===== config.mk =====
export PLATFORM = sky130hd
export DESIGN_NAME = operand_loader_flat
export DESIGN_NICKNAME = d
export VERILOG_FILES = /design/src/rtl/add_sub_pkg.sv /design/src/rtl/operand_loader_if.sv /design/src/rtl/btn_debounce.sv /design/src/rtl/operand_loader.sv /design/src/flat_wrapper.sv
export SDC_FILE = /design/constraint.sdc
export NUM_CORES = 1
export LEC_CHECK = 0
export BUFFER_PORTS_ARGS = -buffer_cell sky130_fd_sc_hd__buf_2
export CORE_MARGIN = 2
export CORE_UTILIZATION = 50
export CTS_CLUSTER_DIAMETER = 60
export DETAILED_ROUTE_END_ITERATION = 10
export PLACE_DENSITY_LB_ADDON = 0.1
export SETUP_SLACK_MARGIN = 0.2
export SYNTH_ARGS = -nofsm -noshare
export SYNTH_HDL_FRONTEND = slang
export SYNTH_HIERARCHICAL = 1
export SYNTH_SLANG_ARGS = --single-unit

===== constraint.sdc =====
create_clock -name clk -period 2.4 [get_ports clk]
set_input_delay 0.36 -clock clk [delete_from_list [all_inputs] [get_ports clk]]
set_output_delay 0.36 -clock clk [all_outputs]
set_load 0.05 [all_outputs]

===== src/rtl/add_sub_pkg.sv =====
// Shared types for the add/subtract front end: loader FSM states,
// default operand width and the state_led encodings.
package add_sub_pkg;

   localparam int OPERAND_W = 6;

   typedef enum logic [1:0] {
      WAIT_A,
      WAIT_B,
      SHOW
   } loader_state_t;

   localparam logic [1:0] LED_WAIT_A = 2'b01;
   localparam logic [1:0] LED_WAIT_B = 2'b10;
   localparam logic [1:0] LED_SHOW   = 2'b11;

   function automatic logic [1:0] state_led_of(input loader_state_t s);
      logic [1:0] led;
      led = LED_WAIT_A;
      unique case (s)
         WAIT_A:  led = LED_WAIT_A;
         WAIT_B:  led = LED_WAIT_B;
         SHOW:    led = LED_SHOW;
         default: led = LED_WAIT_A;
      endcase
      return led;
   endfunction

endpackage


===== src/rtl/operand_loader_if.sv =====
// Operand bundle handed from operand_loader (master) to the
// arithmetic/display stage (slave): A/B, select, valid, strobe, LEDs.
interface operand_loader_if #(
   parameter int WIDTH = 6
);

   logic [WIDTH-1:0] A_out;
   logic [WIDTH-1:0] B_out;
   logic             add_sub_out;
   logic             operands_valid;
   logic             load_strobe;
   logic [1:0]       state_led;

   modport master (
      output A_out, B_out, add_sub_out,
      output operands_valid, load_strobe, state_led
   );

   modport slave (
      input A_out, B_out, add_sub_out,
      input operands_valid, load_strobe, state_led
   );

endinterface


===== src/rtl/btn_debounce.sv =====
// Active-low push-button conditioner: 2-flop sync, debounce counter,
// stable level, one-cycle press_evt on a debounced 1->0 transition.
// Ports: clk, rst_n (sync, active-low), btn_raw in;
//        stable (debounced level), press_evt (pulse) out.
module btn_debounce #(
   parameter int DEBOUNCE_CYCLES = 500000
) (
   input  logic clk,
   input  logic rst_n,
   input  logic btn_raw,
   output logic stable,
   output logic press_evt
);

   localparam int CW =
      (DEBOUNCE_CYCLES > 1) ? $clog2(DEBOUNCE_CYCLES) : 1;
   localparam logic [CW-1:0] CNT_LAST = CW'(DEBOUNCE_CYCLES - 1);

   logic          sync1_q, sync2_q;
   logic [CW-1:0] cnt_q, cnt_d;
   logic          stable_q, stable_d;
   logic          evt_q, evt_d;

   always_comb begin
      cnt_d    = '0;
      stable_d = stable_q;
      if (sync2_q != stable_q) begin
         if (cnt_q == CNT_LAST) begin
            stable_d = sync2_q;
         end else begin
            cnt_d = cnt_q + 1'b1;
         end
      end
      // Only presses (stable falling) raise an event.
      evt_d = stable_q & ~stable_d;
   end

   // Stable resets to "pressed" so a button held through reset
   // has to be released and pressed again before it counts.
   always_ff @(posedge clk) begin
      if (!rst_n) begin
         sync1_q  <= 1'b1;
         sync2_q  <= 1'b1;
         cnt_q    <= '0;
         stable_q <= 1'b0;
         evt_q    <= 1'b0;
      end else begin
         sync1_q  <= btn_raw;
         sync2_q  <= sync1_q;
         cnt_q    <= cnt_d;
         stable_q <= stable_d;
         evt_q    <= evt_d;
      end
   end

   assign stable    = stable_q;
   assign press_evt = evt_q;

endmodule


===== src/rtl/operand_loader.sv =====
// Operand-entry front end: press 1 captures A, press 2 captures B and
// the add/sub select, then presents the committed pair downstream.
// Ports: clk, rst_n (sync, active-low), sw, sw_add_sub, button (raw,
//        active-low) in; out_if (operand_loader_if.master) out.
// Option: LONG_PRESS_CLEAR_EN adds a hold-to-clear long press.
module operand_loader
   import add_sub_pkg::*;
#(
   parameter int WIDTH             = OPERAND_W,
   parameter int DEBOUNCE_CYCLES   = 500000,
   parameter int LONG_PRESS_CYCLES = 100000000
) (
   input  logic             clk,
   input  logic             rst_n,
   input  logic [WIDTH-1:0] sw,
   input  logic             sw_add_sub,
   input  logic             button,
   operand_loader_if.master out_if
);

   logic [WIDTH-1:0] sw_s1_q, sw_s2_q;
   logic             sel_s1_q, sel_s2_q;
   logic             btn_stable;
   logic             press_evt;

   loader_state_t    state_q, state_d;
   logic [WIDTH-1:0] a_q, a_d;
   logic [WIDTH-1:0] b_q, b_d;
   logic             sel_q, sel_d;
   logic             valid_q, valid_d;
   logic             strobe_q, strobe_d;
   logic             lp_fire;

   btn_debounce #(
      .DEBOUNCE_CYCLES(DEBOUNCE_CYCLES)
   ) u_deb (
      .clk      (clk),
      .rst_n    (rst_n),
      .btn_raw  (button),
      .stable   (btn_stable),
      .press_evt(press_evt)
   );

`ifdef LONG_PRESS_CLEAR_EN
   localparam int LPW = $clog2(LONG_PRESS_CYCLES);
   localparam logic [LPW-1:0] LP_LAST = LPW'(LONG_PRESS_CYCLES - 1);
   localparam logic [LPW-1:0] LP_PRE  = LPW'(LONG_PRESS_CYCLES - 2);

   logic [LPW-1:0] lp_cnt_q, lp_cnt_d;

   // Counter parks at its last value so a hold fires only once.
   always_comb begin
      lp_cnt_d = lp_cnt_q;
      lp_fire  = 1'b0;
      if (btn_stable) begin
         lp_cnt_d = '0;
      end else if (lp_cnt_q != LP_LAST) begin
         lp_cnt_d = lp_cnt_q + 1'b1;
         lp_fire  = (lp_cnt_q == LP_PRE);
      end
   end

   always_ff @(posedge clk) begin
      if (!rst_n) lp_cnt_q <= '0;
      else        lp_cnt_q <= lp_cnt_d;
   end
`else
   logic unused_stable;
   assign unused_stable = btn_stable;
   assign lp_fire       = 1'b0;
`endif

   always_comb begin
      state_d  = state_q;
      a_d      = a_q;
      b_d      = b_q;
      sel_d    = sel_q;
      valid_d  = valid_q;
      strobe_d = 1'b0;
      if (press_evt) begin
         unique case (state_q)
            WAIT_A, SHOW: begin
               a_d     = sw_s2_q;
               valid_d = 1'b0;
               state_d = WAIT_B;
            end
            WAIT_B: begin
               b_d      = sw_s2_q;
               sel_d    = sel_s2_q;
               valid_d  = 1'b1;
               strobe_d = 1'b1;
               state_d  = SHOW;
            end
            default: state_d = WAIT_A;
         endcase
      end
      // Long-press clear overrides whatever the press did.
      if (lp_fire) begin
         state_d = WAIT_A;
         a_d     = '0;
         b_d     = '0;
         sel_d   = 1'b0;
         valid_d = 1'b0;
      end
   end

   always_ff @(posedge clk) begin
      if (!rst_n) begin
         sw_s1_q  <= '0;
         sw_s2_q  <= '0;
         sel_s1_q <= 1'b0;
         sel_s2_q <= 1'b0;
         state_q  <= WAIT_A;
         a_q      <= '0;
         b_q      <= '0;
         sel_q    <= 1'b0;
         valid_q  <= 1'b0;
         strobe_q <= 1'b0;
      end else begin
         sw_s1_q  <= sw;
         sw_s2_q  <= sw_s1_q;
         sel_s1_q <= sw_add_sub;
         sel_s2_q <= sel_s1_q;
         state_q  <= state_d;
         a_q      <= a_d;
         b_q      <= b_d;
         sel_q    <= sel_d;
         valid_q  <= valid_d;
         strobe_q <= strobe_d;
      end
   end

   assign out_if.A_out          = a_q;
   assign out_if.B_out          = b_q;
   assign out_if.add_sub_out    = sel_q;
   assign out_if.operands_valid = valid_q;
   assign out_if.load_strobe    = strobe_q;
   assign out_if.state_led      = state_led_of(state_q);

endmodule


===== src/flat_wrapper.sv =====
// flat-port wrapper written by rule: the top's interface ports become plain ports
module operand_loader_flat import add_sub_pkg::*;
#(
   parameter int WIDTH             = OPERAND_W,
   parameter int DEBOUNCE_CYCLES   = 500000,
   parameter int LONG_PRESS_CYCLES = 100000000
)
  (clk, rst_n, sw, sw_add_sub, button, out_if_A_out, out_if_B_out, out_if_add_sub_out, out_if_operands_valid, out_if_load_strobe, out_if_state_led);
  operand_loader_if #(.WIDTH(WIDTH)) out_if_i ();
  input  logic clk;
  input  logic rst_n;
  input  logic [WIDTH-1:0] sw;
  input  logic sw_add_sub;
  input  logic button;
  output wire logic [$bits(out_if_i.A_out)-1:0] out_if_A_out;
  output wire logic [$bits(out_if_i.B_out)-1:0] out_if_B_out;
  output wire logic [$bits(out_if_i.add_sub_out)-1:0] out_if_add_sub_out;
  output wire logic [$bits(out_if_i.operands_valid)-1:0] out_if_operands_valid;
  output wire logic [$bits(out_if_i.load_strobe)-1:0] out_if_load_strobe;
  output wire logic [$bits(out_if_i.state_led)-1:0] out_if_state_led;
  assign out_if_A_out = out_if_i.A_out;
  assign out_if_B_out = out_if_i.B_out;
  assign out_if_add_sub_out = out_if_i.add_sub_out;
  assign out_if_operands_valid = out_if_i.operands_valid;
  assign out_if_load_strobe = out_if_i.load_strobe;
  assign out_if_state_led = out_if_i.state_led;
  operand_loader #(.WIDTH(WIDTH), .DEBOUNCE_CYCLES(DEBOUNCE_CYCLES), .LONG_PRESS_CYCLES(LONG_PRESS_CYCLES)) u_core (.clk(clk), .rst_n(rst_n), .sw(sw), .sw_add_sub(sw_add_sub), .button(button), .out_if(out_if_i));
endmodule

==> Yosys cells after proc, flatten, opt, wreduce, memory -nomap -nowiden <==
Index checks and enable logic that the tools add are counted.
{ "word_totals": {"word_cells": 38, "register_bits": 54, "input_bits": 10} }
{ "op_classes": {"bitwise": 4, "n_reduce_logical": 8, "addsub": 1, "eq_ne": 4, "mux": 6} }
{ "ops": {"columns": ["operator", "count"], "rows": [
  ["adder 19 x 1 -> 19 bit, second input constant", 1],
  ["== test 19 bit, second input constant", 1],
  ["one-hot mux 2 bit (2 select lines)", 2],
  ["AND reduction 2 bit", 4],
  ["2-to-1 mux 1 bit", 3],
  ["NOT 1 bit", 3],
  ["OR reduction 3 bit", 1],
  ["== test 2 x 1 -> 1 bit, second input constant", 1],
  ["== test 2 bit, second input constant", 1],
  ["logical NOT 2 bit", 1],
  ["one-hot mux 1 bit (2 select lines)", 1],
  ["nonzero test 2 bit", 1],
  ["OR reduction 2 bit", 1],
  ["bitwise AND 1 bit", 1],
  ["!= test 1 bit", 1]
]} }

==> Longest topological paths before layout <==
{ "depth": {"ltp_word": 5, "mapped_depth": 6} }

==> Modules after synthesis <==
Netlist, hierarchy kept.
{ "modules_own_cells": {"columns": ["module", "cells_per_inst", "area_per_inst_um2", "n_inst"], "rows": [
  ["operand_loader", 110, 1094.8, 1],
  ["btn_debounce", 111, 1006.0, 1]
]} }

==> Worst setup path after synthesis <==
No wires, ideal clock.
{ "synth_timing": {"path_type": "reg-to-reg", "from": "register u_core.u_deb.cnt_q[4]", "to": "register u_core.u_deb.cnt_q[13]", "path_buffers": 1, "stages_incl_launch_ff": 6, "path_slack_ns": 0.596, "t_required_ns": 2.285, "arrival_ns": 1.689, "setup_ns": 0.115, "cell_sequence": "dfxtp_1 or4b_1 or4_4 o21ai_4 buf_6 nor2_1"} }
{ "synth_between": {"elab_chain_cells": 2, "word_cells_on_any_way": 3, "classes_between": "add/sub (1); eq/ne (1); reduce/logical (1)"} }
{ "synth_rtl": {"columns": ["item", "line", "source"], "rows": [
  ["start: declaration", "btn_debounce.sv:20", "logic [CW-1:0] cnt_q, cnt_d;"],
  ["start signal: assignment", "btn_debounce.sv:50", "cnt_q <= cnt_d;"],
  ["branches (longest 2 deep; another with adder 19 x 1 -> 19 bit)", null, null]
]} }
Several ways; the timed one is not identified.
A chain may end at the register's enable or synchronous reset.

==> Worst setup path in the final report <==
{ "layout_timing": {"from": "register u_core.u_deb.cnt_q[4]", "to": "register u_core.u_deb.cnt_q[12]"} }
Same word-level chain as after synthesis.

==> run_results.csv <==
group,metric,value,unit
placed_design,place_area,2250,um^2
synthesis,avgSynthCellArea,9.51,um^2
floorplan,start_util,0.521,
timing,rsz0062_at_grt,"no",
placed_design,detailed_place_hpwl,2.43,mm
clock_network,path_clk_slew,0.10,ns
power_and_ir_drop,ir_drop,0.467,mV
clock_network,cts_buffers,5,
synthesis,synth_nets,237,
floorplan,core-area,4030,um^2
synthesis,synth_area,2100,um^2
finish,diodes,0,
finish,fill_cells,375,
finish,fin_nets,263,
clock_network,cts_max_level,2,
timing,skew,0.00617,ns
global_route,grt_pass1_wl,5.89,mm
worst_hold_path,hold_path_class,"input pin to flip-flop",
timing,finalSetupViolCount,0,
synthesis,ys_types,39,
synthesis,ys_ff_latch,54,
clock_network,holdBufCountCts,0,
global_route,antenna_found_initial,0,
finish,final_cell_mix,"dfxtp_1, buf_2, nand3_1",
critical_path,cp.required,2.58,ns
timing,worst_pin_slew,0.555,ns
clock_network,cts_resized,0,
outcome,status,"finished clean",
global_route,grt_pass1_vias,1337,
timing,hold_ws,0.236,ns
critical_path,regToRegEndpoint,"u_core/u_deb/cnt_q[12]",
worst_hold_path,hold-path-endpoint,"u_core/u_deb/sync1_q",
worst_hold_path,hp-start,"button",
floorplan,fp.dieW,68.8,um
timing,hold_viol_final,0,
timing,max_freq,494,MHz
global_route,overflow,0,
placed_design,port_buffers,26,
clock_network,clock_sinks,54,
critical_path,worstPathArrival,2.21,ns
drt,first_iter_violations,68,
global_route,grt_max_degree,42,
synthesis,ys_warn_count,6,
clock_network,max-clock-path-buffers,2,
synthesis,synthCells,221,
clock_network,cts_setup_buffers,0,
timing,slew_headroom,0.627,
power_and_ir_drop,leakagePower,0.875,nW
timing,slew_violations,0,
finish,area_growth,11.8,%
critical_path,critPathCaptureType,"flip-flop",
drt,routed_wl,3.52,mm
critical_path,cp-start-kind,"flip-flop",
synthesis,async_flop_share,0,
floorplan,num_rows,23,
finish,post-route-util,0.583,
global_route,grt_usage,0.167,
floorplan,io_pins,27,
critical_path,path_max_fanout,18,
drt,routed-via-count,1515,
power_and_ir_drop,power_density,637,nW/um^2
critical_path,worstReg2RegStart,"u_core/u_deb/cnt_q[4]",
finish,final_common_cell,"dfxtp_1",
clock_network,clkLatencyLatePin,0.30,ns
finish,stdcell_area,2350,um^2
synthesis,synth-edff-count,0,
worst_hold_path,min_delay_path_depth,2,
critical_path,worstSetupPathType,"flip-flop to flip-flop",
drt,wire_per_inst,11.8,um
clock_network,cts_root_buf,"clkbuf_8",
floorplan,dieArea,4740,um^2
drt,remaining_drc_errors,0,
timing,fin_crit,2.02,ns
timing,post-route-period-util,0.843,
drt,ant_nets,0,
synthesis,ys.flop_type,"dfxtp_1",
placed_design,gp_congestion,0.793,
synthesis,ys_seq_area_frac,0.515,
clock_network,cts_tree,"done",
power_and_ir_drop,power,0.00150,W
timing,fin_setup_tns,0,ns
critical_path,r2r_slack,0.38,ns
drt,drtPass1Iterations,4,
finish,drive_above_1_share,0.177,
drt,vias_per_cell,5.08,
critical_path,r2r_cells,4,
flow_run,maxCapViolations,0,
floorplan,die_h,68.8,um
[synthesized netlist by cell type, drive strengths merged (2+ instances only)]
| cell type | instances | area share |
|---|---|---|
| inv | 7 | 0.013 |
| a21boi | 9 | 0.032 |
| xor2 | 5 | 0.021 |
| nand2b | 4 | 0.012 |
| buf | 6 | 0.020 |
| nand3 | 21 | 0.050 |
| o21ai | 10 | 0.031 |
| mux2i | 2 | 0.0095 |
| or4 | 2 | 0.0089 |
| and3 | 4 | 0.013 |
| nand2 | 19 | 0.035 |
| nand4 | 7 | 0.021 |
| nor4 | 3 | 0.0089 |
| clkbuf | 2 | 0.0042 |
| dfxtp | 54 | 0.51 |
| nor2b | 2 | 0.0060 |
| nor3 | 4 | 0.0095 |
| a31o | 2 | 0.0083 |
| xnor2 | 10 | 0.042 |
| or2 | 2 | 0.0060 |
| and2 | 15 | 0.045 |
| ha | 6 | 0.036 |
| a21oi | 3 | 0.0071 |
| nor2 | 18 | 0.032 |
[worst max-delay path by stage]
stage	start	endpoint	slack (ns)
after floorplan	u_core/u_deb/cnt_q[4]	u_core/u_deb/cnt_q[13]	0.60
after global placement	u_core/u_deb/cnt_q[4]	u_core/u_deb/cnt_q[9]	0.45
after detailed placement	u_core/u_deb/cnt_q[4]	u_core/u_deb/cnt_q[12]	0.39
after CTS	u_core/u_deb/cnt_q[4]	u_core/u_deb/cnt_q[12]	0.38
after global routing	u_core/u_deb/cnt_q[4]	u_core/u_deb/cnt_q[15]	0.29
final	u_core/u_deb/cnt_q[4]	u_core/u_deb/cnt_q[12]	0.38
[registers in the layout (all words and copies together), names as in the netlist]
name,flops
u_core/out_if.load_strobe,1
u_core/sw_s2_q,6
u_core/sel_s2_q,1
u_core/sw_s1_q,6
u_core/u_deb/sync2_q,1
u_core/u_deb/cnt_q,19
u_core/u_deb/sync1_q,1
u_core/out_if.B_out,6
u_core/out_if.add_sub_out,1
u_core/state_q,2
u_core/u_deb/stable,1
u_core/u_deb/press_evt,1
u_core/out_if.operands_valid,1
u_core/out_if.A_out,6
u_core/sel_s1_q,1
[layout make-up]
type	count	area [um^2]	area share
inverter	7	26.3	0.0112
clock buffer	5	68.8	0.0293
tap	50	62.6	0.0266
multi-input combinational	152	943	0.402
sequential	54	1080	0.460
clock inverter	3	28.8	0.0123
timing repair buffer	27	138	0.0586
[critical path, cell delays in order, from the launching register on]
cell and delay [ns]:
dfxtp_1 0.46, or4b_1 0.46, or4_4 0.45, o21ai_4 0.42, nor2_1 0.11
[metal layers]
layer,up-vias,global-route usage,share of wire
met2,26,0.254,0.43
met4,0,0.0588,0.0071
li1,790,-,-
met5,-,0,0
met1,697,0.226,0.52
met3,2,0.0487,0.043
[power breakdown]
part           leakage (nW)  switching (W)   total, W  internal, W
sequential            0.439     0.00000885   0.000921     0.000912
clock                0.0506       0.000314   0.000532     0.000219
combinational         0.385      0.0000223  0.0000426    0.0000203
[cell families (layout without fill, tap and decap cells)]
family	after synthesis	in the layout	share of synthesized area
simple gates	105	105	0.263
flops	54	54	0.515
compound gates	24	24	0.0786
xor+xnor	15	15	0.0625
buf+inv	15	42	0.0363
fa+ha+maj	6	6	0.0357
mux	2	2	0.00953
[through the flow]
| stage | std cells | setup WS [ns] |
|---|---|---|
| 3_5_place_dp | 290 | 0.393 |
| 2_1_floorplan | 221 | 0.596 |
| 5_1_grt | 298 | 0.295 |
| 6_report | 298 | 0.377 |
| 3_3_place_gp | 290 | 0.446 |
| 4_1_cts | 298 | 0.382 |
Power figures use the tool's default switching activity.
